===== config.mk =====
export PLATFORM = sky130hd
export DESIGN_NAME = interlock_timer_flat
export DESIGN_NICKNAME = d
export VERILOG_FILES = /design/src/rtl/interlock_timer_if.sv /design/src/rtl/interlock_timer.sv /design/src/flat_wrapper.sv
export SDC_FILE = /design/constraint.sdc
export NUM_CORES = 1
export LEC_CHECK = 0
export CAP_MARGIN = 0
export CORE_ASPECT_RATIO = 0.6
export CORE_MARGIN = 1.5
export CORE_UTILIZATION = 55
export DETAILED_ROUTE_END_ITERATION = 16
export GPL_TIMING_DRIVEN = 0
export PLACE_DENSITY = 0.78
export SYNTH_ARGS = -nofsm -noshare
export SYNTH_HDL_FRONTEND = slang
export SYNTH_SLANG_ARGS = --single-unit

===== constraint.sdc =====
create_clock -name clk -period 2.5 [get_ports clk]
set_clock_uncertainty 0.05 [all_clocks]
set_input_delay 0.375 -clock clk [delete_from_list [all_inputs] [get_ports clk]]
set_output_delay 0.375 -clock clk [all_outputs]
set_load 0.1 [all_outputs]

===== src/rtl/interlock_timer_if.sv =====
// rtl/interlock_timer_if.sv - start/done bundle between the interlock FSM and its timer stage
interface interlock_timer_if;
  logic       wait_start;
  logic       fill_start;
  logic       drain_start;
  logic       wait_done;
  logic       fill_done;
  logic       drain_done;
  logic [3:0] min_left;
  logic [1:0] active_ch;
  logic       busy;

  modport master (
    output wait_start, fill_start, drain_start,
    input  wait_done, fill_done, drain_done, min_left, active_ch, busy
  );

  modport slave (
    input  wait_start, fill_start, drain_start,
    output wait_done, fill_done, drain_done, min_left, active_ch, busy
  );
endinterface


===== src/rtl/interlock_timer.sv =====
// rtl/interlock_timer.sv - shared minute timer serving the wait/fill/drain interlock channels
// Optional INTERLOCK_TIMER_FAST_EN forces 4 cycles per minute for simulation and board demos.
module interlock_timer #(
  parameter int CYCLES_PER_MIN = 60,
  parameter int WAIT_MIN       = 5,
  parameter int FILL_MIN       = 7,
  parameter int DRAIN_MIN      = 8,
  parameter int PS_W           = 26
) (
  input  logic              clk,
  input  logic              reset,
  interlock_timer_if.slave  bus
);

`ifdef INTERLOCK_TIMER_FAST_EN
  localparam int EFF_CPM = 4;
`else
  localparam int EFF_CPM = CYCLES_PER_MIN;
`endif

  localparam logic [PS_W-1:0] PS_LAST   = PS_W'(EFF_CPM - 1);
  localparam logic [3:0]      WAIT_DUR  = 4'(WAIT_MIN);
  localparam logic [3:0]      FILL_DUR  = 4'(FILL_MIN);
  localparam logic [3:0]      DRAIN_DUR = 4'(DRAIN_MIN);

  typedef enum logic [1:0] {S_IDLE, S_RUN, S_DONE} state_t;

  state_t          state_q, state_d;
  logic [PS_W-1:0] ps_q, ps_d;
  logic [3:0]      min_q, min_d;
  logic [1:0]      ch_q, ch_d;
  logic [2:0]      done_q, done_d;
  logic            busy_q, busy_d;

  logic [1:0]      req_ch;
  logic [3:0]      req_dur;
  logic            act_start;
  logic            wrap;

  function automatic logic [2:0] ch_onehot(input logic [1:0] ch);
    case (ch)
      2'd1:    ch_onehot = 3'b001;
      2'd2:    ch_onehot = 3'b010;
      2'd3:    ch_onehot = 3'b100;
      default: ch_onehot = 3'b000;
    endcase
  endfunction

  // Request arbitration (wait > fill > drain) and the live start of the latched channel
  always_comb begin
    req_ch  = 2'd0;
    req_dur = 4'd0;
    if (bus.wait_start) begin
      req_ch  = 2'd1;
      req_dur = WAIT_DUR;
    end else if (bus.fill_start) begin
      req_ch  = 2'd2;
      req_dur = FILL_DUR;
    end else if (bus.drain_start) begin
      req_ch  = 2'd3;
      req_dur = DRAIN_DUR;
    end
    case (ch_q)
      2'd1:    act_start = bus.wait_start;
      2'd2:    act_start = bus.fill_start;
      2'd3:    act_start = bus.drain_start;
      default: act_start = 1'b0;
    endcase
    wrap = (ps_q == PS_LAST);
  end

  always_ff @(posedge clk) begin
    if (reset) state_q <= S_IDLE;
    else       state_q <= state_d;
  end

  always_comb begin
    state_d = state_q;
    case (state_q)
      S_IDLE: if (req_ch != 2'd0) state_d = (req_dur == 4'd0) ? S_DONE : S_RUN;
      S_RUN: begin
        if (!act_start)                    state_d = S_IDLE;
        else if (wrap && (min_q <= 4'd1)) state_d = S_DONE;
      end
      S_DONE: if (!act_start) state_d = S_IDLE;
      default: state_d = S_IDLE;
    endcase
  end

  // Next values of the registered outputs; an abort always wins over a minute wrap
  always_comb begin
    ps_d   = ps_q;
    min_d  = min_q;
    ch_d   = ch_q;
    done_d = done_q;
    busy_d = busy_q;
    case (state_q)
      S_IDLE: begin
        if (req_ch != 2'd0) begin
          ch_d   = req_ch;
          min_d  = req_dur;
          ps_d   = '0;
          busy_d = 1'b1;
          done_d = (req_dur == 4'd0) ? ch_onehot(req_ch) : 3'b000;
        end
      end
      S_RUN: begin
        if (!act_start) begin
          ch_d   = 2'd0;
          min_d  = 4'd0;
          ps_d   = '0;
          busy_d = 1'b0;
          done_d = 3'b000;
        end else if (wrap) begin
          ps_d = '0;
          if (min_q <= 4'd1) begin
            min_d  = 4'd0;
            done_d = ch_onehot(ch_q);
          end else begin
            min_d = min_q - 4'd1;
          end
        end else begin
          ps_d = ps_q + PS_W'(1);
        end
      end
      S_DONE: begin
        if (!act_start) begin
          ch_d   = 2'd0;
          min_d  = 4'd0;
          ps_d   = '0;
          busy_d = 1'b0;
          done_d = 3'b000;
        end
      end
      default: begin
        ch_d   = 2'd0;
        min_d  = 4'd0;
        ps_d   = '0;
        busy_d = 1'b0;
        done_d = 3'b000;
      end
    endcase
  end

  always_ff @(posedge clk) begin
    if (reset) begin
      ps_q   <= '0;
      min_q  <= 4'd0;
      ch_q   <= 2'd0;
      done_q <= 3'b000;
      busy_q <= 1'b0;
    end else begin
      ps_q   <= ps_d;
      min_q  <= min_d;
      ch_q   <= ch_d;
      done_q <= done_d;
      busy_q <= busy_d;
    end
  end

  assign bus.wait_done  = done_q[0];
  assign bus.fill_done  = done_q[1];
  assign bus.drain_done = done_q[2];
  assign bus.min_left   = min_q;
  assign bus.active_ch  = ch_q;
  assign bus.busy       = busy_q;

endmodule


===== src/flat_wrapper.sv =====
// flat-port wrapper written by rule: the top's interface ports become plain ports
module interlock_timer_flat 
#(
  parameter int CYCLES_PER_MIN = 60,
  parameter int WAIT_MIN       = 5,
  parameter int FILL_MIN       = 7,
  parameter int DRAIN_MIN      = 8,
  parameter int PS_W           = 26
)
  (clk, reset, bus_wait_start, bus_fill_start, bus_drain_start, bus_wait_done, bus_fill_done, bus_drain_done, bus_min_left, bus_active_ch, bus_busy);
  interlock_timer_if bus_i ();
  input  logic clk;
  input  logic reset;
  input wire logic [$bits(bus_i.wait_start)-1:0] bus_wait_start;
  input wire logic [$bits(bus_i.fill_start)-1:0] bus_fill_start;
  input wire logic [$bits(bus_i.drain_start)-1:0] bus_drain_start;
  output wire logic [$bits(bus_i.wait_done)-1:0] bus_wait_done;
  output wire logic [$bits(bus_i.fill_done)-1:0] bus_fill_done;
  output wire logic [$bits(bus_i.drain_done)-1:0] bus_drain_done;
  output wire logic [$bits(bus_i.min_left)-1:0] bus_min_left;
  output wire logic [$bits(bus_i.active_ch)-1:0] bus_active_ch;
  output wire logic [$bits(bus_i.busy)-1:0] bus_busy;
  assign bus_i.wait_start = bus_wait_start;
  assign bus_i.fill_start = bus_fill_start;
  assign bus_i.drain_start = bus_drain_start;
  assign bus_wait_done = bus_i.wait_done;
  assign bus_fill_done = bus_i.fill_done;
  assign bus_drain_done = bus_i.drain_done;
  assign bus_min_left = bus_i.min_left;
  assign bus_active_ch = bus_i.active_ch;
  assign bus_busy = bus_i.busy;
  interlock_timer #(.CYCLES_PER_MIN(CYCLES_PER_MIN), .WAIT_MIN(WAIT_MIN), .FILL_MIN(FILL_MIN), .DRAIN_MIN(DRAIN_MIN), .PS_W(PS_W)) u_core (.clk(clk), .reset(reset), .bus(bus_i));
endmodule

# == After elaboration in Yosys (flattened, before gate mapping) ==
# Index checks and enable logic that the tools add are counted.
# op_classes
addsub,2
multipliers,0
n_div,0
order_cmp,1
n_eq_ne,15
shift,0
muxes,38
bitwise_logic,0
n_reduce_logical,10
# op_table
cell,n
two-way mux 26 bit,4
one-hot mux 26 bit (3 select lines),1
two-way mux 4 bit,8
one-hot mux 3 bit (3 select lines),3
adder 26 x 1 -> 26 bit (second input constant),1
== test 26 x 6 -> 1 bit (second input constant),1
two-way mux 2 bit,9
two-way mux 3 bit,6
one-hot mux 4 bit (3 select lines),1
== test 2 bit (second input constant),5
inequality test 3 bit (second input constant),3
== test 2 x 1 -> 1 bit (second input constant),3
one-hot mux 2 bit (3 select lines),1
AND reduction 3 bit,2
<= comparator 4 x 1 -> 1 bit (second input constant),1
zero test 4 bit,1
inequality test 2 bit (second input constant),2
one-hot mux 2 bit (2 select lines),1
AND reduction 2 bit,2
AND reduction 4 bit,1
subtractor 4 x 1 -> 4 bit (second input constant),1
one-hot mux 1 bit (3 select lines),1
zero test 2 bit,1
two-way mux 1 bit,2
other kinds (5),5
# word_totals
reg_bits,38
latch_bits,0
ramBits,0
romBits,0
input_bits,5
out_inout_bits,10
word_cells,72
mem_count,0

# == Depth between registers and ports, before layout ==
# logic_depth
ltp_word,8
ltp_mapped,7

# == Worst setup path after synthesis ==
# No wires, ideal clock.
# synth_path
path_type,reg2reg
startpoint,reg u_core.ch_q[0] (netlist: u_core.bus.active_ch[0])
endpoint,reg u_core.done_q[1]
arrival_ps,2375
t_required_ps,2329
setup_slack_ps,-46
path_stages_with_launch,7
path_buffers,1
synth_period_minus_slack_ps,2546
path_cell_list,dfxtp_1 -> mux2i_1 -> mux2i_1 -> buf_2 -> nand2_1 -> o21ai_2 -> mux2_2
# synth_between
elab_chain_len,6
word_cells_on_any_way,13
# synth_lines
item,line_no,source
start: declaration,interlock_timer.sv:31,"logic [1:0] ch_q, ch_d;"
start signal: assignment,interlock_timer.sv:155,ch_q <= ch_d;
== test 2 bit or == test 2 x 1 -> 1 bit (tied branches),"interlock_timer.sv:41, interlock_timer.sv:63",
one-hot mux 3 bit (3 select lines),interlock_timer.sv:41,case (ch)
two-way mux 3 bit,interlock_timer.sv:116,if (min_q <= 4'd1) begin
two-way mux 3 bit,interlock_timer.sv:114,end else if (wrap) begin
two-way mux 3 bit,interlock_timer.sv:108,if (!act_start) begin
one-hot mux 3 bit (3 select lines),interlock_timer.sv:97,case (state_q)
end signal: assignment,interlock_timer.sv:156,done_q <= done_d;
end: declaration,interlock_timer.sv:32,"logic [2:0] done_q, done_d;"
# Parallel ways exist; a longest one is shown, timed or not. The select of a mux whose other input is x is not followed.
# A chain may end at the register's enable or synchronous reset.

# == Worst setup path after layout ==
# layout_path
startpoint,reg u_core.state_q[0]
endpoint,reg u_core.ps_q[21]
# layout_between
elab_chain_len,3
word_cells_on_any_way,7
# layout_lines
item,line_no,source
start: declaration,interlock_timer.sv:28,"state_t state_q, state_d;"
start signal: assignment,interlock_timer.sv:74,else state_q <= state_d;
== test 2 bit or zero test 2 bit (tied branches),interlock_timer.sv:97,
inequality test 2 bit (no line) or inequality test 2 x 1 -> 1 bit (tied branches),-,
AND reduction 2 bit (no line),-,
end signal: assignment,interlock_timer.sv:153,ps_q <= ps_d;
end: declaration,interlock_timer.sv:29,"logic [PS_W-1:0] ps_q, ps_d;"
# Parallel ways exist; a longest one is shown, timed or not.

==> impl_summary.log <==
INFO  metric grt_max_degree = 12
INFO  metric drt_wl_cell = 16.5 um
INFO  metric arrival_time_worst_endpoint = 2.59 ns
INFO  metric cts-htree-levels = 2
INFO  metric synth_edf_count = 0
INFO  metric ys_types = 47
INFO  metric p_leak = 0.721 nW
INFO  metric clock_path_buffers = 2
INFO  metric crit_fanout = 8
INFO  metric least_margin_pin_slew = 0.975 ns
INFO  metric post_synth.cell_area_avg = 8.34 sq um
INFO  metric cts_inserted_buffers = 5
INFO  metric die_area = 0.00413 sq mm
INFO  metric timing.hold.worst.class = reg -> reg
INFO  metric powerDensity = 599 mW/mm^2
INFO  metric firstDrtPassIters = 4
INFO  metric via_per_inst = 6.24
INFO  metric gp_congestion = 0.917
INFO  metric clock_tree_root_buffer_cell = sky130_fd_sc_hd__clkbuf_8
INFO  metric crit_required = 2.67 ns
INFO  metric antenna_cells_inserted = 0
INFO  metric timing.critical_path.to_type = flip-flop
INFO  metric final_core_utilization = 70.0%
INFO  metric vias = 1960
INFO  metric dieWidth = 82 um
INFO  metric ys_top_cells_by_area = sky130_fd_sc_hd__dfxtp_1 (37%), sky130_fd_sc_hd__a21oi_1 (5.6%), sky130_fd_sc_hd__or3_1 (5.5%)
INFO  metric final_max_slew_viol_count = 0
INFO  metric worstSkewPairLatency = 0.29 ns
INFO  metric cts.hold.buffers_added = 0
INFO  metric dp_hpwl = 3.73 mm
INFO  metric sequential_share_of_the_synthesized_area = 36.9%
INFO  metric final.fill_count = 278
INFO  metric synthMostInstantiatedCell = sky130_fd_sc_hd__dfxtp_1
INFO  metric synth_top_cell_area_share = 36.9%
INFO  metric initial_antenna_violation_count = 0
INFO  metric overall_die_height = 50.4 um
INFO  metric post_route_cells_drive_above_1_share = 9.29%
INFO  metric post-route-period-util = 96.8%
INFO  metric cts.reportedPaths.clkPinSlew = 0.08 ns
INFO  metric synth_warnings = 0
INFO  metric antenna_left = 0
INFO  metric period_needed = 2.42 ns
INFO  metric syn_area = 0.00206 sq mm
INFO  metric floorplan.initialDensity = 60.2%
INFO  metric area_delta_synth_final = 16.3%
INFO  metric cts_num_sinks = 38
INFO  metric run_status = completed
INFO  metric port_buffer_count = 14
INFO  metric worst_ir_drop_vdd = 0.516 mV
INFO  metric hold_viol = 0
INFO  metric startpoint_type = flip-flop
INFO  metric ys_async_sr_fraction = 0%
INFO  metric achievable-frequency = 413 MHz
INFO  metric tritoncts = built
INFO  metric setup_viol = 0
INFO  metric wirelength = 5.18 mm
INFO  metric ios = 15
INFO  metric maxCapViolCount = 0
INFO  metric detailedRoute.firstIterationViolations = 180
INFO  metric timing.max_slew.rel_slack = 34.8%
INFO  metric placeableCoreArea = 0.00342 sq mm
INFO  metric criticalPathCategory = reg -> reg
INFO  metric layout.area.seq = 763 sq um
INFO  metric rows = 16
INFO  metric yosys-top-cells-count = sky130_fd_sc_hd__dfxtp_1 (38), sky130_fd_sc_hd__a21oi_1 (23), sky130_fd_sc_hd__or3_1 (18)
INFO  metric synth_fp_nets = 258
INFO  metric final_nets = 279
INFO  metric post-synth-top-area-cell = sky130_fd_sc_hd__dfxtp_1
INFO  metric synth.ff_latch_count = 38
INFO  metric drc = 0
INFO  metric grt_overflow_total = 0
INFO  metric number_of_global_route_vias_before_repair = 1818
INFO  metric grt_use_total = 28.1%
INFO  metric post_synth_inst_count = 247
INFO  metric postSynth.topFlopCell = sky130_fd_sc_hd__dfxtp_1
INFO  metric grt_first_pass_wirelength = 8.68 mm
INFO  metric design_power_total = 1.44 mW
INFO  metric multi_input_comb_area = 0.00124 sq mm
==> cells in the final DEF, fill, tap and decap left out, drive strengths merged, types with 2 or more instances in the layout <==
cell           netlist  final
a2111oi              3      3
a211oi               2      2
a21oi               23     23
a221oi               2      2
buf                  3      3
clkbuf               4     11
clkdlybuf4s50        0     11
dfxtp               38     38
dlymetal6s2s         0      3
ha                   6      6
inv                 17     17
mux2                 2      2
mux2i                6      6
nand2               13     13
nand2b               3      3
nand3               10     10
nand3b               2      2
nand4                7      7
nor2                12     12
nor2b                2      2
nor3                 5      5
nor4                 9      9
o2111ai              4      4
o211ai               3      3
o21ai               19     19
o221ai               2      2
o22ai                2      2
o31ai                6      6
or3                 19     19
or4                  6      6
xnor2                4      4
xor2                 2      2
==> area by class of cell <==
class | count | area share, %
buffer | 7 | 1.31
clock buffer | 7 | 3.61
clock inverter | 1 | 0.209
tap | 45 | 2.35
inverter | 17 | 2.66
multi-input combinational | 185 | 51.8
timing repair buffer | 14 | 6.17
sequential | 38 | 31.9
==> stage by stage <==
step / setup TNS, ns / hold WS [ns] / std cells / area [sq um] / setup slack (ns)
after floorplan: 0 / 0.408 / 247 / 2060 / 0.0139
after global placement: -5.13 / 0.418 / 306 / 2260 / -0.268
after detailed placement: -6.43 / 0.430 / 306 / 2260 / -0.296
after CTS: -0.00242 / 0.447 / 314 / 2350 / -0.00242
after global routing: -0.0268 / 0.465 / 314 / 2390 / -0.0254
final: 0 / 0.443 / 314 / 2390 / 0.0792
==> worst max-delay path, stage by stage (launching register included) <==
cell and delay, ns:
sky130_fd_sc_hd__dfxtp_1 0.39, sky130_fd_sc_hd__inv_1 0.08, sky130_fd_sc_hd__ha_1 0.30, sky130_fd_sc_hd__nor4b_4 0.19, sky130_fd_sc_hd__nor4_1 0.42, sky130_fd_sc_hd__o21ai_2 0.23, sky130_fd_sc_hd__or4_1 0.55, sky130_fd_sc_hd__a21oi_1 0.15
==> where the power goes <==
part / internal, mW / total [mW] / switching (mW)
Combinational: 0.102 / 0.352 / 0.249
Clock: 0.223 / 0.436 / 0.213
Sequential: 0.627 / 0.647 / 0.0204
Total: 0.952 / 1.44 / 0.483
==> repair_timing <==
item,CTS,global route
resized for setup,0,10
setup buffers,0,0
setup endpoints to repair,1,29
pin swaps,0,0
==> logic make-up after synthesis <==
logic type	synth area share, %
AND/OR/NAND/NOR	26.2
AO/OA/AOI/OAI	22.1
flip-flops	36.9
buffers and inverters	4.62
multiplexers	4.01
XOR/XNOR	2.55
adder cells (fa/ha/maj)	3.65
==> worst paths after layout <==
check	startpoint	to	slack (ns)	cells after the start
setup / recovery	u_core.state_q[0]	u_core.ps_q[21]	0.08	7
hold / removal	u_core.done_q[0]	u_core.done_q[0]	0.44	2
setup reg to reg	u_core.state_q[0]	u_core.ps_q[21]	0.08	7
hold reg to reg	u_core.done_q[0]	u_core.done_q[0]	0.44	2
==> metal layers <==
layer  up-vias  global-route usage (%)  share of wire (%)
met4         0                    6.21               0.69
met2        85                    35.9                 37
li1        982                       -                  -
met5         -                       0                  0
met3         5                    8.55                 11
met1       888                    44.8                 52
==> flip-flops by register name (all words and copies together) (netlist names) <==
register,flops
u_core.bus.active_ch,2
u_core.bus.busy,1
u_core.bus.min_left,4
u_core.done_q,3
u_core.ps_q,26
u_core.state_q,2
Power figures use the tool's default switching activity.
